$ cat config.mk
export PLATFORM = sky130hd
export DESIGN_NAME = maxpool_stage
export DESIGN_NICKNAME = d
export VERILOG_FILES = /design/src/rtl/maxpool_stage.sv
export SDC_FILE = /design/constraint.sdc
export NUM_CORES = 1
export LEC_CHECK = 0
export ABC_CLOCK_PERIOD_IN_PS = 4410
export CAP_MARGIN = 20
export CORE_ASPECT_RATIO = 0.5
export CORE_MARGIN = 4
export CORE_UTILIZATION = 42
export DETAILED_ROUTE_END_ITERATION = 10
export HOLD_SLACK_MARGIN = 0.06
export MAX_ROUTING_LAYER = met4
export SLEW_MARGIN = 20
export SYNTH_ARGS = -nofsm -noshare
export SYNTH_HDL_FRONTEND = slang
export SYNTH_SLANG_ARGS = --single-unit
$ cat constraint.sdc
create_clock -name clock -period 4.41 [get_ports clock]
set_input_delay 0.441 -clock clock [delete_from_list [all_inputs] [get_ports clock]]
set_output_delay 0.441 -clock clock [all_outputs]
set_load 0.005 [all_outputs]
$ cat src/rtl/maxpool_stage.sv
// -----------------------------------------------------------------------------
// maxpool_stage
//   2x2 / stride-2 signed max-pooling over a raster-ordered feature map.
//   Even input rows fold each horizontal pixel pair into a row buffer.
//   Odd rows fold their pair with the buffered value and emit one pooled
//   sample, one cycle after the accepting edge.
//
// Configuration macro:
//   MAXPOOL_RELU_EN - when defined, negative input pixels are replaced
//                     by 0 before pooling.
//
// Ports:
//   clock       in   single clock, rising edge
//   reset       in   synchronous active-low reset
//   start       in   frame-start strobe (clears input counters and pair reg)
//   pixel_in    in   signed pixel, DATA_WIDTH
//   pixel_rdy   in   pixel_in valid this cycle (no backpressure)
//   pool_out    out  signed 2x2 maximum, DATA_WIDTH
//   pool_valid  out  pool_out / pool_x / pool_y valid this cycle
//   pool_x      out  pooled column, COORD_BITS-1
//   pool_y      out  pooled row, COORD_BITS-1
//   frame_done  out  pulse with the last pool_valid of a frame
// -----------------------------------------------------------------------------
module maxpool_stage #(
    parameter int DATA_WIDTH = 16,
    parameter int IN_WIDTH   = 24,
    parameter int IN_HEIGHT  = 24,
    parameter int COORD_BITS = 5
) (
    input  logic                         clock,
    input  logic                         reset,
    input  logic                         start,
    input  logic signed [DATA_WIDTH-1:0] pixel_in,
    input  logic                         pixel_rdy,
    output logic signed [DATA_WIDTH-1:0] pool_out,
    output logic                         pool_valid,
    output logic [COORD_BITS-2:0]        pool_x,
    output logic [COORD_BITS-2:0]        pool_y,
    output logic                         frame_done
);

    localparam int BUF_DEPTH = IN_WIDTH / 2;
    localparam logic [COORD_BITS-1:0] X_LAST = COORD_BITS'(IN_WIDTH - 1);
    localparam logic [COORD_BITS-1:0] Y_LAST = COORD_BITS'(IN_HEIGHT - 1);

    logic [COORD_BITS-1:0]        in_x_q, in_x_d;
    logic [COORD_BITS-1:0]        in_y_q, in_y_d;
    logic signed [DATA_WIDTH-1:0] pair_q, pair_d;
    logic signed [DATA_WIDTH-1:0] pool_out_q, pool_out_d;
    logic [COORD_BITS-2:0]        pool_x_q, pool_x_d;
    logic [COORD_BITS-2:0]        pool_y_q, pool_y_d;
    logic                         pool_valid_q, pool_valid_d;
    logic                         frame_done_q, frame_done_d;

    logic signed [DATA_WIDTH-1:0] row_buf_q [BUF_DEPTH];
    logic                         row_wr_en;

    logic [COORD_BITS-1:0]        cur_x, cur_y;
    logic [COORD_BITS-2:0]        half_x, half_y;
    logic signed [DATA_WIDTH-1:0] pix_eff;
    logic signed [DATA_WIDTH-1:0] pair_max;
    logic signed [DATA_WIDTH-1:0] row_rd;
    logic signed [DATA_WIDTH-1:0] win_max;

    always_comb begin
        // start forces the current pixel (if any) to be coordinate (0,0)
        cur_x  = start ? '0 : in_x_q;
        cur_y  = start ? '0 : in_y_q;
        half_x = cur_x[COORD_BITS-1:1];
        half_y = cur_y[COORD_BITS-1:1];

`ifdef MAXPOOL_RELU_EN
        pix_eff = pixel_in[DATA_WIDTH-1] ? '0 : pixel_in;
`else
        pix_eff = pixel_in;
`endif

        pair_max = (pix_eff > pair_q) ? pix_eff : pair_q;
        row_rd   = row_buf_q[half_x];
        win_max  = (pair_max > row_rd) ? pair_max : row_rd;

        in_x_d       = cur_x;
        in_y_d       = cur_y;
        pair_d       = start ? '0 : pair_q;
        row_wr_en    = 1'b0;
        pool_out_d   = pool_out_q;
        pool_x_d     = pool_x_q;
        pool_y_d     = pool_y_q;
        pool_valid_d = 1'b0;
        frame_done_d = 1'b0;

        if (pixel_rdy) begin
            if (cur_x == X_LAST) begin
                in_x_d = '0;
                in_y_d = (cur_y == Y_LAST) ? '0 : cur_y + 1'b1;
            end else begin
                in_x_d = cur_x + 1'b1;
            end

            if (!cur_x[0]) begin
                pair_d = pix_eff;
            end else if (!cur_y[0]) begin
                row_wr_en = 1'b1;
            end else begin
                pool_valid_d = 1'b1;
                pool_out_d   = win_max;
                pool_x_d     = half_x;
                pool_y_d     = half_y;
                frame_done_d = (cur_x == X_LAST) && (cur_y == Y_LAST);
            end
        end
    end

    always_ff @(posedge clock) begin
        if (!reset) begin
            in_x_q       <= '0;
            in_y_q       <= '0;
            pair_q       <= '0;
            pool_out_q   <= '0;
            pool_x_q     <= '0;
            pool_y_q     <= '0;
            pool_valid_q <= 1'b0;
            frame_done_q <= 1'b0;
        end else begin
            in_x_q       <= in_x_d;
            in_y_q       <= in_y_d;
            pair_q       <= pair_d;
            pool_out_q   <= pool_out_d;
            pool_x_q     <= pool_x_d;
            pool_y_q     <= pool_y_d;
            pool_valid_q <= pool_valid_d;
            frame_done_q <= frame_done_d;
        end
    end

    // Row buffer is always rewritten on an even row before it is read,
    // so it carries no reset. Writes are blocked while reset is asserted.
    always_ff @(posedge clock) begin
        if (reset && row_wr_en) begin
            row_buf_q[half_x] <= pair_max;
        end
    end

    assign pool_out   = pool_out_q;
    assign pool_x     = pool_x_q;
    assign pool_y     = pool_y_q;
    assign pool_valid = pool_valid_q;
    assign frame_done = frame_done_q;

endmodule

==> flow_summary_export.csv <==
group,metric,value,unit
worst_setup_path,critPathMaxStageDelay,0.45,ns
yosys,synth_nets,897,
placement,place_inst,1279,
worst_setup_path,path_delay_family,"compound AO/OA/AOI/OAI gates",
yosys,syn_inst,843,
timing,finalSetupTns,0,ns
worst_setup_path,critPathLaunchType,"input port",
yosys,yosysSeqAreaShare,62.8,%
global_route,met1_usage,28.7,%
clock_network,ctsLongestPathBuffers,3,
yosys,ys_ff_latch,244,
clock_network,clock_sinks,244,
worst_setup_path,required,4.80,ns
pwr,power,4.91,mW
clock_network,cts_buffers,23,
timing,rsz0062_at_grt,"true",
clock_network,clk_latency,0.51,ns
yosys,synth_area_leaders,"edfxtp_1 (53%), dfxtp_1 (9.6%), ha_1 (3.9%)",
placement,port_buffers,45,
worst_setup_path,critPathKind,"in2reg",
yosys,yosysWarnings,0,
detailed_routing,vias,7331,
worst_setup_path,r2r_slack,0.23,ns
yosys,synth_edf_count,192,
timing,finalSetupViolCount,0,
yosys,synth-main-ff-cell,"edfxtp_1",
yosys,yosys.area.top_type,"edfxtp_1",
min_path,hold_start,"pool_y[0]",
floorplan,initial_utilization,42.9,%
detailed_routing,route.detailed.drc,0,
global_route,grtUsageMet2,29.6,%
pwr,max-vdd-ir-drop,301,uV
layout,fin_cells,1322,
global_route,gr-usage-met3,4.98,%
timing,clock_skew,0.0198,ns
global_route,antenna_found_initial,1,
worst_setup_path,reg2regPathDepth,15,
detailed_routing,wl,28200,um
timing,fin_crit_sh,95.3,%
pwr,powerDensity,375,nW/um^2
clock_network,cts_root_buffer,"clkbuf_16",
worst_setup_path,cp_data_arrival_time,4.60,ns
worst_setup_path,crit_slowest_cell,"clkdlybuf4s50_1",
timing,whs,0.462,ns
worst_setup_path,cp_max_fo,8,
min_path,hold_depth,2,
placement,place.detailed.hpwl,19500,um
yosys,yosys-top-cells-count,"edfxtp_1 (192), nand2_1 (73), dfxtp_1 (52), a21oi_1 (39), clkbuf_1 (37)",
detailed_routing,drt_iter0_drc,578,
global_route,grt.busiest_layer,"met2",
job,max-cap-violations,0,
timing,fin_crit,4.20,ns
placement,gp_congestion,0.845,
worst_setup_path,path_buf_inv,3,
global_route,grt_max_degree,50,
detailed_routing,viasPerCell,5.55,
detailed_routing,routedWlPerCell,21.4,um
worst_setup_path,timing.rr.start,"pair_q[11]",
global_route,grt_usage,20.0,%
yosys,async_flop_share,0,%
yosys,yosysTopAreaCellShare,53.2,%
floorplan,die_h,122,um
clock_network,cts_tree,"built",
timing,worst_slew_pin_slew,0.932,ns
floorplan,dieWidth,235,um
layout,area_delta_synth_final,20.7,%
clock_network,h-tree-depth,1,
timing,fin_ws,0.206,ns
global_route,grt_overflow,0,
global_route,grt_first_pass_wirelength,43000,um
layout,fin_nets,1015,
global_route,grt_pass1_vias,7099,
detailed_routing,dr.pass1.iters,5,
worst_setup_path,path_cells,"clkdlybuf4s50_1 > ha_1 > nand4_1 > a2111o_1 > a311oi_4 > buf_12 > mux2_2 > ha_1 > a21o_1 > a2111o_1 > a211oi_2 > a221oi_4 > buf_4 > o41a_1 > a32o_1",
yosys,avgSynthCellArea,12.9,sq um
worst_setup_path,r2r_end,"pool_out[9]",
min_path,hold_end,"pool_y[0]",
timing,final-max-slew-violation-count,0,
min_path,worstHoldPathType,"reg2reg",
pwr,total_leakage_power,4.46,nW
layout,drive_gt1_share,20.0,%
layout,stdcell_area,13100,sq um
timing,hold_viol_final,0,
clock_network,clkTransAtPathRegs,0.06,ns
run_status,status,"complete, no violations",
floorplan,coreArea,25300,sq um
yosys,synth.distinct_cells,61,
floorplan,row_count,41,
yosys,synth.cell_area,10800,sq um
detailed_routing,ant_nets,0,
placement,dp_slack,-0.385,ns
floorplan,ios,46,
timing,max_freq,0.238,GHz
worst_setup_path,critPathCaptureType,"register",
layout,finish.utilization,51.8,%
floorplan,die_area,28600,sq um
yosys,yosys.cell_count.top_type,"edfxtp_1",
timing,max_slew_margin,37.7,%
placement,place_area,12300,sq um
[repair_timing]
item | 4_1_cts | 5_1_grt
gates resized for setup | 0 | 1
hold buffers | 0 | 0
endpoints found under the setup margin | 0 | 11
setup buffers | 0 | 1
[tightest hold or removal path, stage by stage, from the launching register on]
cell,delay [ns]
dfxtp_1,0.31
nand2_1,0.04
a21boi_0,0.06
[cell families (layout without fill, tap and decap cells)]
logic type / count (synthesis) / count (layout) / share of synthesized area, %
xor gates and xnor gates: 3 / 3 / 0.242
and+or+nand+nor: 245 / 245 / 11.3
AOI/OAI and AO/OA: 167 / 167 / 10.5
DFF: 244 / 244 / 62.8
buffers and inverters: 81 / 215 / 3.17
other: 0 / 1 / 0
muxes: 69 / 69 / 8.07
adders and majority gates: 34 / 34 / 3.92
[worst max-delay path by stage]
stage | depth (start not counted) | from | slack (ns) | end
6_report | 15 | pixel_in[9] | 0.21 | pool_out[9]
5_1_grt | 17 | pair_q[1] | -0.03 | pool_out[4]
4_1_cts | 16 | pixel_in[9] | 0.12 | pool_out[4]
3_5_place_dp | 16 | pixel_in[9] | -0.38 | pool_out[4]
3_3_place_gp | 16 | pixel_in[9] | -0.25 | pool_out[14]
2_1_floorplan | 16 | pixel_in[1] | 0.01 | pool_out[10]
[area by class of cell]
class	count	area (sq um)
fillers	2161	12200
multi-input cells	518	3770
clock inverters	15	153
inverters	30	113
repair buffers	144	1230
clock buffers	26	587
flip-flops and latches	244	6810
well taps	344	430
diodes	1	2.50
[power breakdown]
| part | switching (mW) | internal [mW] |
|---|---|---|
| Sequential | 0.00590 | 2.52 |
| Clock | 0.847 | 1.13 |
| Combinational | 0.226 | 0.177 |
[sequential cells by signal, indices dropped and copies added, names as in the netlist]
name / flops
pair_q: 16
row_buf_q: 192
pool_x: 4
pool_valid: 1
pool_out: 16
frame_done: 1
pool_y: 4
in_x_q: 5
in_y_q: 5
[routing by layer]
layer,vias up,routed length (um)
met5,-,0
met2,266,12200
li1,3415,-
met1,3615,13200
met4,0,367
met3,35,2520
[cells in the final DEF (no fill, tap or decap), types with 5 or more instances in the layout]
master           synthesis  routed
mux2_2                  21      21
nand3_1                 35      35
buf_4                    3      96
inv_1                   30      30
ha_1                    34      34
mux2i_1                 33      33
o21ai_1                  7       7
dfxtp_1                 52      50
o22ai_1                  7       7
a21oi_1                 39      39
o21ai_0                 26      26
clkinv_2                 0       7
nand2_1                 73      73
o221ai_1                 7       7
o211ai_1                 5       5
nor2b_1                 31      31
edfxtp_1               192     192
a221oi_1                 6       6
and3_1                   6       6
or3_1                   16      16
clkbuf_16                0      23
nor3_2                   1       7
mux4_2                  11      11
or2_2                    5       5
clkdlybuf4s50_1          0      44
nor2_1                  32      32
nand2b_1                12      12
a211oi_1                11      10
and2_1                   6       5
a21boi_0                22      22
nand4_1                  6       6
(Power assumes the default switching activity.)
